==> src/rtl/eth_pkt_gen_pkg.sv <==
// Shared types and helpers for the Ethernet TX packet generator.
package eth_pkt_gen_pkg;

    typedef enum logic [1:0] {
        ST_IDLE    = 2'd0,
        ST_HDR     = 2'd1,
        ST_PAYLOAD = 2'd2,
        ST_GAP     = 2'd3
    } state_e;

    localparam int HDR_WORDS     = 4;
    localparam int ETH_HDR_BYTES = 14;
    localparam int DEF_MIN_LEN   = 60;
    localparam int DEF_MAX_LEN   = 1514;

    // Number of 32-bit beats needed to carry len bytes.
    function automatic logic [8:0] calc_words(input logic [10:0] len);
        logic [11:0] t;
        t = {1'b0, len} + 12'd3;
        return t[10:2];
    endfunction

    // Unused byte lanes on the final beat: (4 - len%4) % 4.
    function automatic logic [1:0] calc_empty(input logic [10:0] len);
        return 2'd0 - len[1:0];
    endfunction

endpackage

==> src/rtl/eth_pkt_gen_word_fmt.sv <==
// Combinational beat formatter: maps a word index to frame contents.
// Header words carry DA/SA/length; payload bytes count up from byte 16
// (right after the fixed 0x00 0x01 pair in word 3). Bytes past len are 0.
module eth_pkt_gen_word_fmt
    import eth_pkt_gen_pkg::*;
(
    input  logic [8:0]  word_idx,
    input  logic [11:0] byte_off,
    input  logic [47:0] da,
    input  logic [47:0] sa,
    input  logic [10:0] len,
    output logic [31:0] data,
    output logic        is_eop,
    output logic [1:0]  empty
);

    logic [15:0] len_field;
    logic [11:0] pos;
    logic [11:0] pay;

    // Select header word or build four payload bytes MSB-first.
    always_comb begin
        len_field = {5'd0, len} - 16'(ETH_HDR_BYTES);
        data      = '0;
        pos       = '0;
        pay       = '0;
        case (word_idx)
            9'd0:    data = da[47:16];
            9'd1:    data = {da[15:0], sa[47:32]};
            9'd2:    data = sa[31:0];
            9'd3:    data = {len_field, 8'h00, 8'h01};
            default: begin
                for (int j = 0; j < 4; j++) begin
                    pos = byte_off + 12'(j);
                    pay = pos - 12'(HDR_WORDS * 4);
                    if (pos < {1'b0, len}) begin
                        data[8*(3-j) +: 8] = pay[7:0];
                    end
                end
            end
        endcase
        is_eop = (word_idx == (calc_words(len) - 9'd1));
        empty  = is_eop ? calc_empty(len) : 2'd0;
    end

endmodule

==> src/rtl/eth_tx_pkt_gen.sv <==
// Avalon-ST frame source for the 10G MAC TX client (32-bit, readyLatency 0).
// Frames carry DA, SA, length and an incrementing payload; the MAC adds FCS.
// Optional feature: define ETH_PKT_GEN_ERR_INJ_EN to flag every 8th frame
// with avalon_st_tx_error when inject_err is high.
// IPG_CYCLES must be at least 1.
module eth_tx_pkt_gen
    import eth_pkt_gen_pkg::*;
#(
    parameter int IPG_CYCLES = 4,
    parameter int MIN_LEN    = DEF_MIN_LEN,
    parameter int MAX_LEN    = DEF_MAX_LEN
) (
    input  logic        tx_156_25_clk,
    input  logic        tx_rst_n,
    input  logic        start,
    input  logic        stop,
    input  logic [31:0] pkt_count,
    input  logic [10:0] pkt_len,
    input  logic [47:0] dst_mac,
    input  logic [47:0] src_mac,
    input  logic        inject_err,
    output logic        avalon_st_tx_startofpacket,
    output logic        avalon_st_tx_endofpacket,
    output logic        avalon_st_tx_valid,
    output logic [31:0] avalon_st_tx_data,
    output logic [1:0]  avalon_st_tx_empty,
    output logic        avalon_st_tx_error,
    input  logic        avalon_st_tx_ready,
    output logic        busy,
    output logic        done,
    output logic [31:0] sent_count
);

    state_e      state_q, state_d;
    logic [8:0]  word_q, word_d;
    logic [10:0] len_q, len_d;
    logic [47:0] da_q, da_d;
    logic [47:0] sa_q, sa_d;
    logic [31:0] pkt_count_q, pkt_count_d;
    logic [31:0] run_cnt_q, run_cnt_d;
    logic [31:0] sent_q, sent_d;
    logic        stop_seen_q, stop_seen_d;
    logic [15:0] gap_q, gap_d;
    logic        err_frame_q, err_frame_d;
    logic        valid_q, valid_d;
    logic        sop_q, sop_d;
    logic        eop_q, eop_d;
    logic [31:0] data_q, data_d;
    logic [1:0]  empty_q, empty_d;
    logic        error_q, error_d;
    logic        busy_q, busy_d;
    logic        done_q, done_d;

    logic [10:0] len_clamp;
    logic [8:0]  fmt_idx;
    logic [10:0] fmt_len;
    logic [47:0] fmt_da;
    logic [47:0] fmt_sa;
    logic [31:0] fmt_data;
    logic        fmt_eop;
    logic [1:0]  fmt_empty;
    logic        accept;
    logic        run_end;
    logic        err_next;

`ifdef ETH_PKT_GEN_ERR_INJ_EN
    // Error is decided per frame from the count at that frame's sop.
    assign err_next = inject_err && (sent_q[2:0] == 3'b111);
`else
    logic unused_inject;
    assign err_next      = 1'b0;
    assign unused_inject = inject_err;
`endif

    assign len_clamp = (pkt_len < 11'(MIN_LEN)) ? 11'(MIN_LEN) :
                       (pkt_len > 11'(MAX_LEN)) ? 11'(MAX_LEN) : pkt_len;

    // In IDLE the first beat is built from live inputs since nothing is latched yet.
    assign fmt_len = (state_q == ST_IDLE) ? len_clamp : len_q;
    assign fmt_da  = (state_q == ST_IDLE) ? dst_mac   : da_q;
    assign fmt_sa  = (state_q == ST_IDLE) ? src_mac   : sa_q;
    assign fmt_idx = ((state_q == ST_IDLE) || (state_q == ST_GAP)) ? 9'd0 : (word_q + 9'd1);

    assign accept  = valid_q && avalon_st_tx_ready;
    assign run_end = stop_seen_q || stop ||
                     ((pkt_count_q != 32'd0) && (run_cnt_q == pkt_count_q));

    eth_pkt_gen_word_fmt u_fmt (
        .word_idx (fmt_idx),
        .byte_off ({1'b0, fmt_idx, 2'b00}),
        .da       (fmt_da),
        .sa       (fmt_sa),
        .len      (fmt_len),
        .data     (fmt_data),
        .is_eop   (fmt_eop),
        .empty    (fmt_empty)
    );

    // Next-state logic: beats only advance on acceptance, so outputs hold while !ready.
    always_comb begin
        state_d     = state_q;
        word_d      = word_q;
        len_d       = len_q;
        da_d        = da_q;
        sa_d        = sa_q;
        pkt_count_d = pkt_count_q;
        run_cnt_d   = run_cnt_q;
        sent_d      = sent_q;
        stop_seen_d = stop_seen_q;
        gap_d       = gap_q;
        err_frame_d = err_frame_q;
        valid_d     = valid_q;
        sop_d       = sop_q;
        eop_d       = eop_q;
        data_d      = data_q;
        empty_d     = empty_q;
        error_d     = error_q;
        busy_d      = busy_q;
        done_d      = 1'b0;

        case (state_q)
            ST_IDLE: begin
                if (start && !stop) begin
                    len_d       = len_clamp;
                    da_d        = dst_mac;
                    sa_d        = src_mac;
                    pkt_count_d = pkt_count;
                    run_cnt_d   = 32'd0;
                    stop_seen_d = 1'b0;
                    err_frame_d = err_next;
                    busy_d      = 1'b1;
                    word_d      = 9'd0;
                    valid_d     = 1'b1;
                    sop_d       = 1'b1;
                    data_d      = fmt_data;
                    eop_d       = fmt_eop;
                    empty_d     = fmt_empty;
                    error_d     = 1'b0;
                    state_d     = ST_HDR;
                end
            end
            ST_HDR, ST_PAYLOAD: begin
                if (stop) begin
                    stop_seen_d = 1'b1;
                end
                if (accept) begin
                    if (eop_q) begin
                        valid_d   = 1'b0;
                        sop_d     = 1'b0;
                        eop_d     = 1'b0;
                        empty_d   = 2'd0;
                        error_d   = 1'b0;
                        data_d    = 32'd0;
                        sent_d    = sent_q + 32'd1;
                        run_cnt_d = run_cnt_q + 32'd1;
                        gap_d     = 16'd0;
                        state_d   = ST_GAP;
                    end else begin
                        word_d  = fmt_idx;
                        sop_d   = 1'b0;
                        data_d  = fmt_data;
                        eop_d   = fmt_eop;
                        empty_d = fmt_empty;
                        error_d = fmt_eop && err_frame_q;
                        if ((state_q == ST_HDR) && (word_q == 9'(HDR_WORDS - 1))) begin
                            state_d = ST_PAYLOAD;
                        end
                    end
                end
            end
            ST_GAP: begin
                if (stop) begin
                    stop_seen_d = 1'b1;
                end
                if (gap_q == 16'(IPG_CYCLES - 1)) begin
                    if (run_end) begin
                        state_d = ST_IDLE;
                        busy_d  = 1'b0;
                        done_d  = 1'b1;
                    end else begin
                        word_d      = 9'd0;
                        err_frame_d = err_next;
                        valid_d     = 1'b1;
                        sop_d       = 1'b1;
                        data_d      = fmt_data;
                        eop_d       = fmt_eop;
                        empty_d     = fmt_empty;
                        error_d     = 1'b0;
                        state_d     = ST_HDR;
                    end
                end else begin
                    gap_d = gap_q + 16'd1;
                end
            end
            default: state_d = ST_IDLE;
        endcase
    end

    // State and registered outputs; reset clears everything asynchronously.
    always_ff @(posedge tx_156_25_clk or negedge tx_rst_n) begin
        if (!tx_rst_n) begin
            state_q     <= ST_IDLE;
            word_q      <= '0;
            len_q       <= '0;
            da_q        <= '0;
            sa_q        <= '0;
            pkt_count_q <= '0;
            run_cnt_q   <= '0;
            sent_q      <= '0;
            stop_seen_q <= 1'b0;
            gap_q       <= '0;
            err_frame_q <= 1'b0;
            valid_q     <= 1'b0;
            sop_q       <= 1'b0;
            eop_q       <= 1'b0;
            data_q      <= '0;
            empty_q     <= '0;
            error_q     <= 1'b0;
            busy_q      <= 1'b0;
            done_q      <= 1'b0;
        end else begin
            state_q     <= state_d;
            word_q      <= word_d;
            len_q       <= len_d;
            da_q        <= da_d;
            sa_q        <= sa_d;
            pkt_count_q <= pkt_count_d;
            run_cnt_q   <= run_cnt_d;
            sent_q      <= sent_d;
            stop_seen_q <= stop_seen_d;
            gap_q       <= gap_d;
            err_frame_q <= err_frame_d;
            valid_q     <= valid_d;
            sop_q       <= sop_d;
            eop_q       <= eop_d;
            data_q      <= data_d;
            empty_q     <= empty_d;
            error_q     <= error_d;
            busy_q      <= busy_d;
            done_q      <= done_d;
        end
    end

    assign avalon_st_tx_startofpacket = sop_q;
    assign avalon_st_tx_endofpacket   = eop_q;
    assign avalon_st_tx_valid         = valid_q;
    assign avalon_st_tx_data          = data_q;
    assign avalon_st_tx_empty         = empty_q;
    assign avalon_st_tx_error         = error_q;
    assign busy                       = busy_q;
    assign done                       = done_q;
    assign sent_count                 = sent_q;

endmodule

==> config.mk <==
export PLATFORM = sky130hd
export DESIGN_NAME = eth_tx_pkt_gen
export DESIGN_NICKNAME = d
export VERILOG_FILES = /design/src/rtl/eth_pkt_gen_pkg.sv /design/src/rtl/eth_pkt_gen_word_fmt.sv /design/src/rtl/eth_tx_pkt_gen.sv
export SDC_FILE = /design/constraint.sdc
export NUM_CORES = 1
export LEC_CHECK = 0
export ABC_AREA = 1
export CORE_ASPECT_RATIO = 1.4
export CORE_MARGIN = 2
export CORE_UTILIZATION = 43
export DETAILED_ROUTE_END_ITERATION = 12
export DONT_BUFFER_PORTS = 1
export GPL_ROUTABILITY_DRIVEN = 0
export GPL_TIMING_DRIVEN = 0
export MAX_ROUTING_LAYER = met4
export PLACE_DENSITY = 0.57
export SETUP_SLACK_MARGIN = 0.02
export SYNTH_ARGS = -nofsm -noshare
export SYNTH_HDL_FRONTEND = slang
export SYNTH_SLANG_ARGS = --single-unit
==> constraint.sdc <==
create_clock -name tx_156_25_clk -period 7.7 [get_ports tx_156_25_clk]
set_clock_uncertainty 0.15 [all_clocks]
set_input_delay 0.385 -clock tx_156_25_clk [delete_from_list [all_inputs] [get_ports tx_156_25_clk]]
set_output_delay 0.385 -clock tx_156_25_clk [all_outputs]
set_load 0.02 [all_outputs]
---- Yosys cells after proc, flatten, opt, wreduce, memory -nomap -nowiden ----
Index checks and enable logic that the tools add are counted.
word-level totals
  flip-flop bits (word level) ............. 272
  word-level logic and storage cells ...... 162
cells by class
  add/sub/neg operators ................... 15
  magnitude comparators ................... 6
  equality and inequality tests ........... 20
  mux-type cells .......................... 74
  reduce and logical (&&, ||, !) cells .... 28
operators with widths
  kind                                                  number
  two-way mux 32 bit                                    8
  case mux 32 bit (4 select lines)                      1
  two-way mux 48 bit                                    2
  case mux 32 bit (3 select lines)                      1
  adder 32 x 1 -> 32 bit, second input constant         2
  case mux 32 bit (2 select lines)                      1
  two-way mux 9 bit                                     6
  two-way mux 16 bit                                    3
  < comparator 12 x 11 -> 1 bit                         3
  two-way mux 11 bit                                    3
  equality test 32 bit                                  1
  two-way mux 8 bit                                     4
  case mux 16 bit (2 select lines)                      1
  nonzero test 32 bit                                   1
  subtractor 8 x 5 -> 8 bit, second input constant      4
  equality test 9 x 2 -> 1 bit, second input constant   3
  case mux 9 bit (3 select lines)                       1
  adder 11 x 2 -> 12 bit, second input constant         2
  AND reduction 4 bit                                   6
  two-way mux 1 bit                                     23
  two-way mux 2 bit                                     11
  adder 16 x 1 -> 16 bit, second input constant         1
  equality test 16 x 2 -> 1 bit, second input constant  1
  adder 11 x 1 -> 12 bit, second input constant         1
  29 further kinds                                      53

---- Logic depth before layout (Yosys ltp) ----
  word-level depth ........................ 11
  depth in mapped cells ................... 29
  depth with buffers taken out ............ 28

---- Hierarchy ----
From an unflattened synthesis, not the netlist that was laid out.
second synthesis, totals
  cell total of the unflattened synthesis .. 2,486
  area, all modules ....................... 17,569.4 um^2
modules (own cells, without submodules)
  module                times used  cells an instance  area each (um^2)  sequential area each (um^2)
  eth_tx_pkt_gen        1           1,810              13,869.6          6,756.5
  eth_pkt_gen_word_fmt  1           676                3,699.8           0.0

---- Worst setup path before layout ----
OpenSTA, ideal clock, no wires.
  path type ............................... reg-to-reg
  start point ............................. register state_q[0]
  end point ............................... register empty_q[0], in the netlist avalon_st_tx_empty[0]
  setup time .............................. 65 ps
  arrival ................................. 3,129 ps
  path slack .............................. 4,356 ps
  stages on the path, launching flop included .. 23
  buffers on the path ..................... 2
  clock period less this slack ............ 3,344 ps
  cell sequence ........................... dfrtp_1 inv_1 ha_1 buf_2 inv_2 clkbuf_1 nand2_1 nand2_1 inv_1 ha_1 inv_1 nand3_1 nand2_1 inv_1 ha_1 xor2_1 a21oi_1 nand3_1 nor2_1 nand3_1 nor2_1 nand2_1 nand2_1
between the ends
  word-level cells in the longest chain between the ends .. 9
  elaborated cells between the ends (all ways) .. 24
RTL lines
  what                                  line                                                               text
  start, declared                       eth_tx_pkt_gen.sv:34                                               state_e state_q, state_d;
  start signal, assigned                eth_tx_pkt_gen.sv:222                                              state_q <= state_d;
  logical NOT 2 bit                     eth_tx_pkt_gen.sv:79, eth_tx_pkt_gen.sv:82, eth_tx_pkt_gen.sv:121
  two-way mux 11 bit                    eth_tx_pkt_gen.sv:79                                               assign fmt_len = (state_q == ST_IDLE) ? len_clamp : len_q;
  adder 11 x 2 -> 11 bit                eth_pkt_gen_pkg.sv:19                                              t = {1'b0, len} + 12'd3;
  subtractor 9 x 1 -> 9 bit             eth_pkt_gen_word_fmt.sv:42                                         is_eop = (word_idx == (calc_words(len) - 9'd1));
  equality test 9 bit                   eth_pkt_gen_word_fmt.sv:42
  two-way mux 2 bit                     eth_pkt_gen_word_fmt.sv:43                                         empty = is_eop ? calc_empty(len) : 2'd0;
  two-way mux 2 bit (on tied branches)  eth_tx_pkt_gen.sv:176, eth_tx_pkt_gen.sv:147
  two-way mux 2 bit (on tied branches)  eth_tx_pkt_gen.sv:175, eth_tx_pkt_gen.sv:146
  case mux 2 bit (3 select lines)       eth_tx_pkt_gen.sv:121                                              case (state_q)
  end signal, assigned                  eth_tx_pkt_gen.sv:237                                              empty_q <= empty_d;
  end, declared                         eth_tx_pkt_gen.sv:49                                               logic [1:0] empty_q, empty_d;
Parallel ways exist; a longest one is shown, timed or not. The select of a mux whose other input is x is not followed.
A chain may end at the register's enable or synchronous reset.

---- Worst setup path after layout ----
  start point ............................. register state_q[0]
  end point ............................... register empty_q[1], in the netlist avalon_st_tx_empty[1]
Same word-level chain as after synthesis.

==> results.json <==
{
  "outcome": "completed",
  "via_per_inst": 5.41,
  "vdd_drop_max_v": 0.000167,
  "die-area_um2": 37300,
  "drtIter0Drc": 1066,
  "nFillCells": 3426,
  "setup_viol": 0,
  "portBuffers": 0,
  "track_usage": 0.275,
  "via_count": 14400,
  "hold_ws_ns": 0.0285,
  "holdPathEnd": "len_q[3]$_DFFE_PN0P_",
  "fin_util": 0.522,
  "totalPowerFinal_mw": 4.85,
  "yosysSeqAreaShare": 0.440,
  "clockRootBuffer": "clkbuf_16",
  "gr-usage-met2": 0.475,
  "cts_buffers": 29,
  "hold_class": "in -> reg",
  "met3_usage": 0.0386,
  "die-height_um": 228,
  "path_max_fanout": 10,
  "grt_pass1_wl_um": 77200,
  "critPathKind": "reg -> reg",
  "dp_hpwl_um": 36000,
  "reg2reg_depth": 19,
  "grt_pass1_vias": 14200,
  "crit_required_ns": 8.05,
  "final_common_cell": "nand2_1",
  "grt_max_degree": 271,
  "first_pass_iters": 7,
  "synthArstFlopShare": 1.00,
  "drtAntennaViolNets": 0,
  "slew_viol_final": 0,
  "worstReg2RegStart": "state_q[0]$_DFFE_PN0P_",
  "busiest_layer": "met2",
  "post_cts_buffers": 0,
  "initial_utilization": 0.438,
  "p_leak_nw": 8.73,
  "clk_path_buf_depth": 3,
  "hold_viol": 0,
  "diodes": 0,
  "cp-end-kind": "flip-flop",
  "dp_slack_ns": 3.53,
  "drc_errors": 0,
  "synth_seq_cells": 270,
  "coreArea_um2": 35100,
  "core.rowCount": 81,
  "fmax_mhz": 235,
  "post_cts_resized": 0,
  "final_cell_mix": "nand2_1 (595), dfrtp_1 (270), inv_1 (239)",
  "synthFlopType": "dfrtp_1",
  "critPathArrivalTime_ns": 4.62,
  "pin_count": 217,
  "fin_nets": 2344,
  "fin_cells": 2653,
  "post_dp_cell_area_um2": 15900,
  "insertion_delay_ns": 0.57,
  "tightestPinTransition_ns": 0.989,
  "wirelength_um": 50200,
  "min-delay-start": "pkt_len[3]",
  "avgSynthCellArea_um2": 7.67,
  "maxCapViolCount": 0,
  "dp_cells": 2458,
  "cts_tree": "done",
  "wl_per_cell_um": 18.9,
  "hold_depth": 4,
  "r2r_slack_ns": 3.44,
  "final-seq-area_um2": 6760,
  "use_met1": 0.324,
  "stdcell_area_um2": 18300,
  "r2r_end": "avalon_st_tx_empty[1]$_DFFE_PN0P_",
  "fin_ws_ns": 3.44,
  "htreeDepth": 1,
  "synth.net_count": 2171,
  "area_delta_synth_final_pct": 19.3,
  "antenna_found_initial": 0,
  "drive_above_1_share": 0.0665,
  "multi_input_area_um2": 7310,
  "clk_pin_slew_worst_paths_ns": 0.06,
  "clock-sinks": 270,
  "powerDensity_nw_per_um2": 265,
  "fin_setup_tns_ns": 0,
  "synth_area_um2": 15400,
  "rsz0062_at_grt": "no",
  "slew_headroom": 0.340,
  "synth_edf_count": 0,
  "yosys.cell_types.count": 59,
  "start_kind": "flip-flop",
  "fp.dieW_um": 164,
  "post-route-period-util": 0.554,
  "post-route-min-period_ns": 4.26,
  "synthCells": 2002,
  "ys.warnings.count": 0,
  "grt.overflow.total": 0
}
-- registers in the layout (all words and copies together), names as in the netlist, 9 cells and up --
signal,flops
avalon_st_tx_data,32
da_q,48
sa_q,48
run_cnt_q,32
gap_q,16
pkt_count_q,32
word_q,9
sent_count,32
len_q,11
-- cell type report --
class	instances	share of cell area
Clock inverter	6	0.00321
Timing Repair Buffer	142	0.0795
Tap cell	456	0.0311
Sequential cell	270	0.369
Inverter	253	0.0521
Buffer	76	0.0183
Multi-Input combinational cell	1403	0.399
Clock buffer	47	0.0477
-- where the power goes --
part	total, mW	internal, mW	switching, mW
logic	1.62	0.515	1.10
clock network	1.40	0.804	0.598
registers	1.83	1.57	0.255
total	4.85	2.89	1.96
-- worst max-delay path, stage by stage, from the launching register on --
cell and delay, ns:
dfrtp_1 0.43, inv_1 0.08, ha_1 0.26, buf_2 0.27
clkbuf_1 0.48, o21a_1 0.38, inv_1 0.13, ha_1 0.23
inv_1 0.13, nand3_1 0.18, nand2_1 0.19, ha_1 0.26
xor2_1 0.17, a21oi_1 0.20, nand3_1 0.11, nor2_1 0.11
nand3_1 0.11, nor2_1 0.17, nand2_1 0.10, nand2_1 0.06
-- per-layer routing --
layer,routed length [um],vias up
met5,0,-
met4,1950,0
met3,2890,106
met2,25100,465
met1,20200,6922
li1,-,6869
-- cell usage after synthesis (all sizes together), types with 9 or more instances --
| cell | number | area [um^2] |
|---|---|---|
| a21oi | 65 | 344 |
| buf | 20 | 125 |
| clkbuf | 56 | 210 |
| dfrtp | 270 | 6760 |
| ha | 24 | 300 |
| inv | 249 | 940 |
| nand2 | 617 | 2390 |
| nand3 | 98 | 516 |
| nand4 | 35 | 264 |
| nor2 | 119 | 571 |
| nor3 | 34 | 198 |
| nor4 | 19 | 170 |
| o2111ai | 16 | 140 |
| o211ai | 53 | 398 |
| o21a | 9 | 67.6 |
| o21ai | 206 | 1040 |
| xnor2 | 34 | 298 |
| xor2 | 36 | 315 |
-- cell families after synthesis --
logic type	count (synthesis)	synth area share
flops	270	0.440
buf+inv	329	0.0840
mux	1	0.000652
xor+xnor	70	0.0399
simple gates	939	0.276
compound gates	368	0.139
fa+ha+maj	24	0.0196
other cells	1	0.000244
-- timing repair --
action / in CTS / in global routing
setup endpoints to repair: 0 / 0
hold endpoints to repair: 409 / 0
hold buffers: 141 / 0
-- worst max-delay path by stage --
stage,end,startpoint,slack (ns),depth (start not counted)
finish,avalon_st_tx_empty[1]$_DFFE_PN0P_,state_q[0]$_DFFE_PN0P_,3.44,19
global route,avalon_st_tx_empty[1]$_DFFE_PN0P_,state_q[1]$_DFFE_PN0P_,3.17,19
CTS,avalon_st_tx_empty[0]$_DFFE_PN0P_,state_q[0]$_DFFE_PN0P_,3.50,22
detailed placement,avalon_st_tx_empty[0]$_DFFE_PN0P_,state_q[0]$_DFFE_PN0P_,3.53,22
global placement,avalon_st_tx_empty[0]$_DFFE_PN0P_,state_q[0]$_DFFE_PN0P_,3.62,22
floorplan,avalon_st_tx_empty[0]$_DFFE_PN0P_,state_q[0]$_DFFE_PN0P_,4.36,22
No activity file was read; power rests on OpenSTA's default activity.
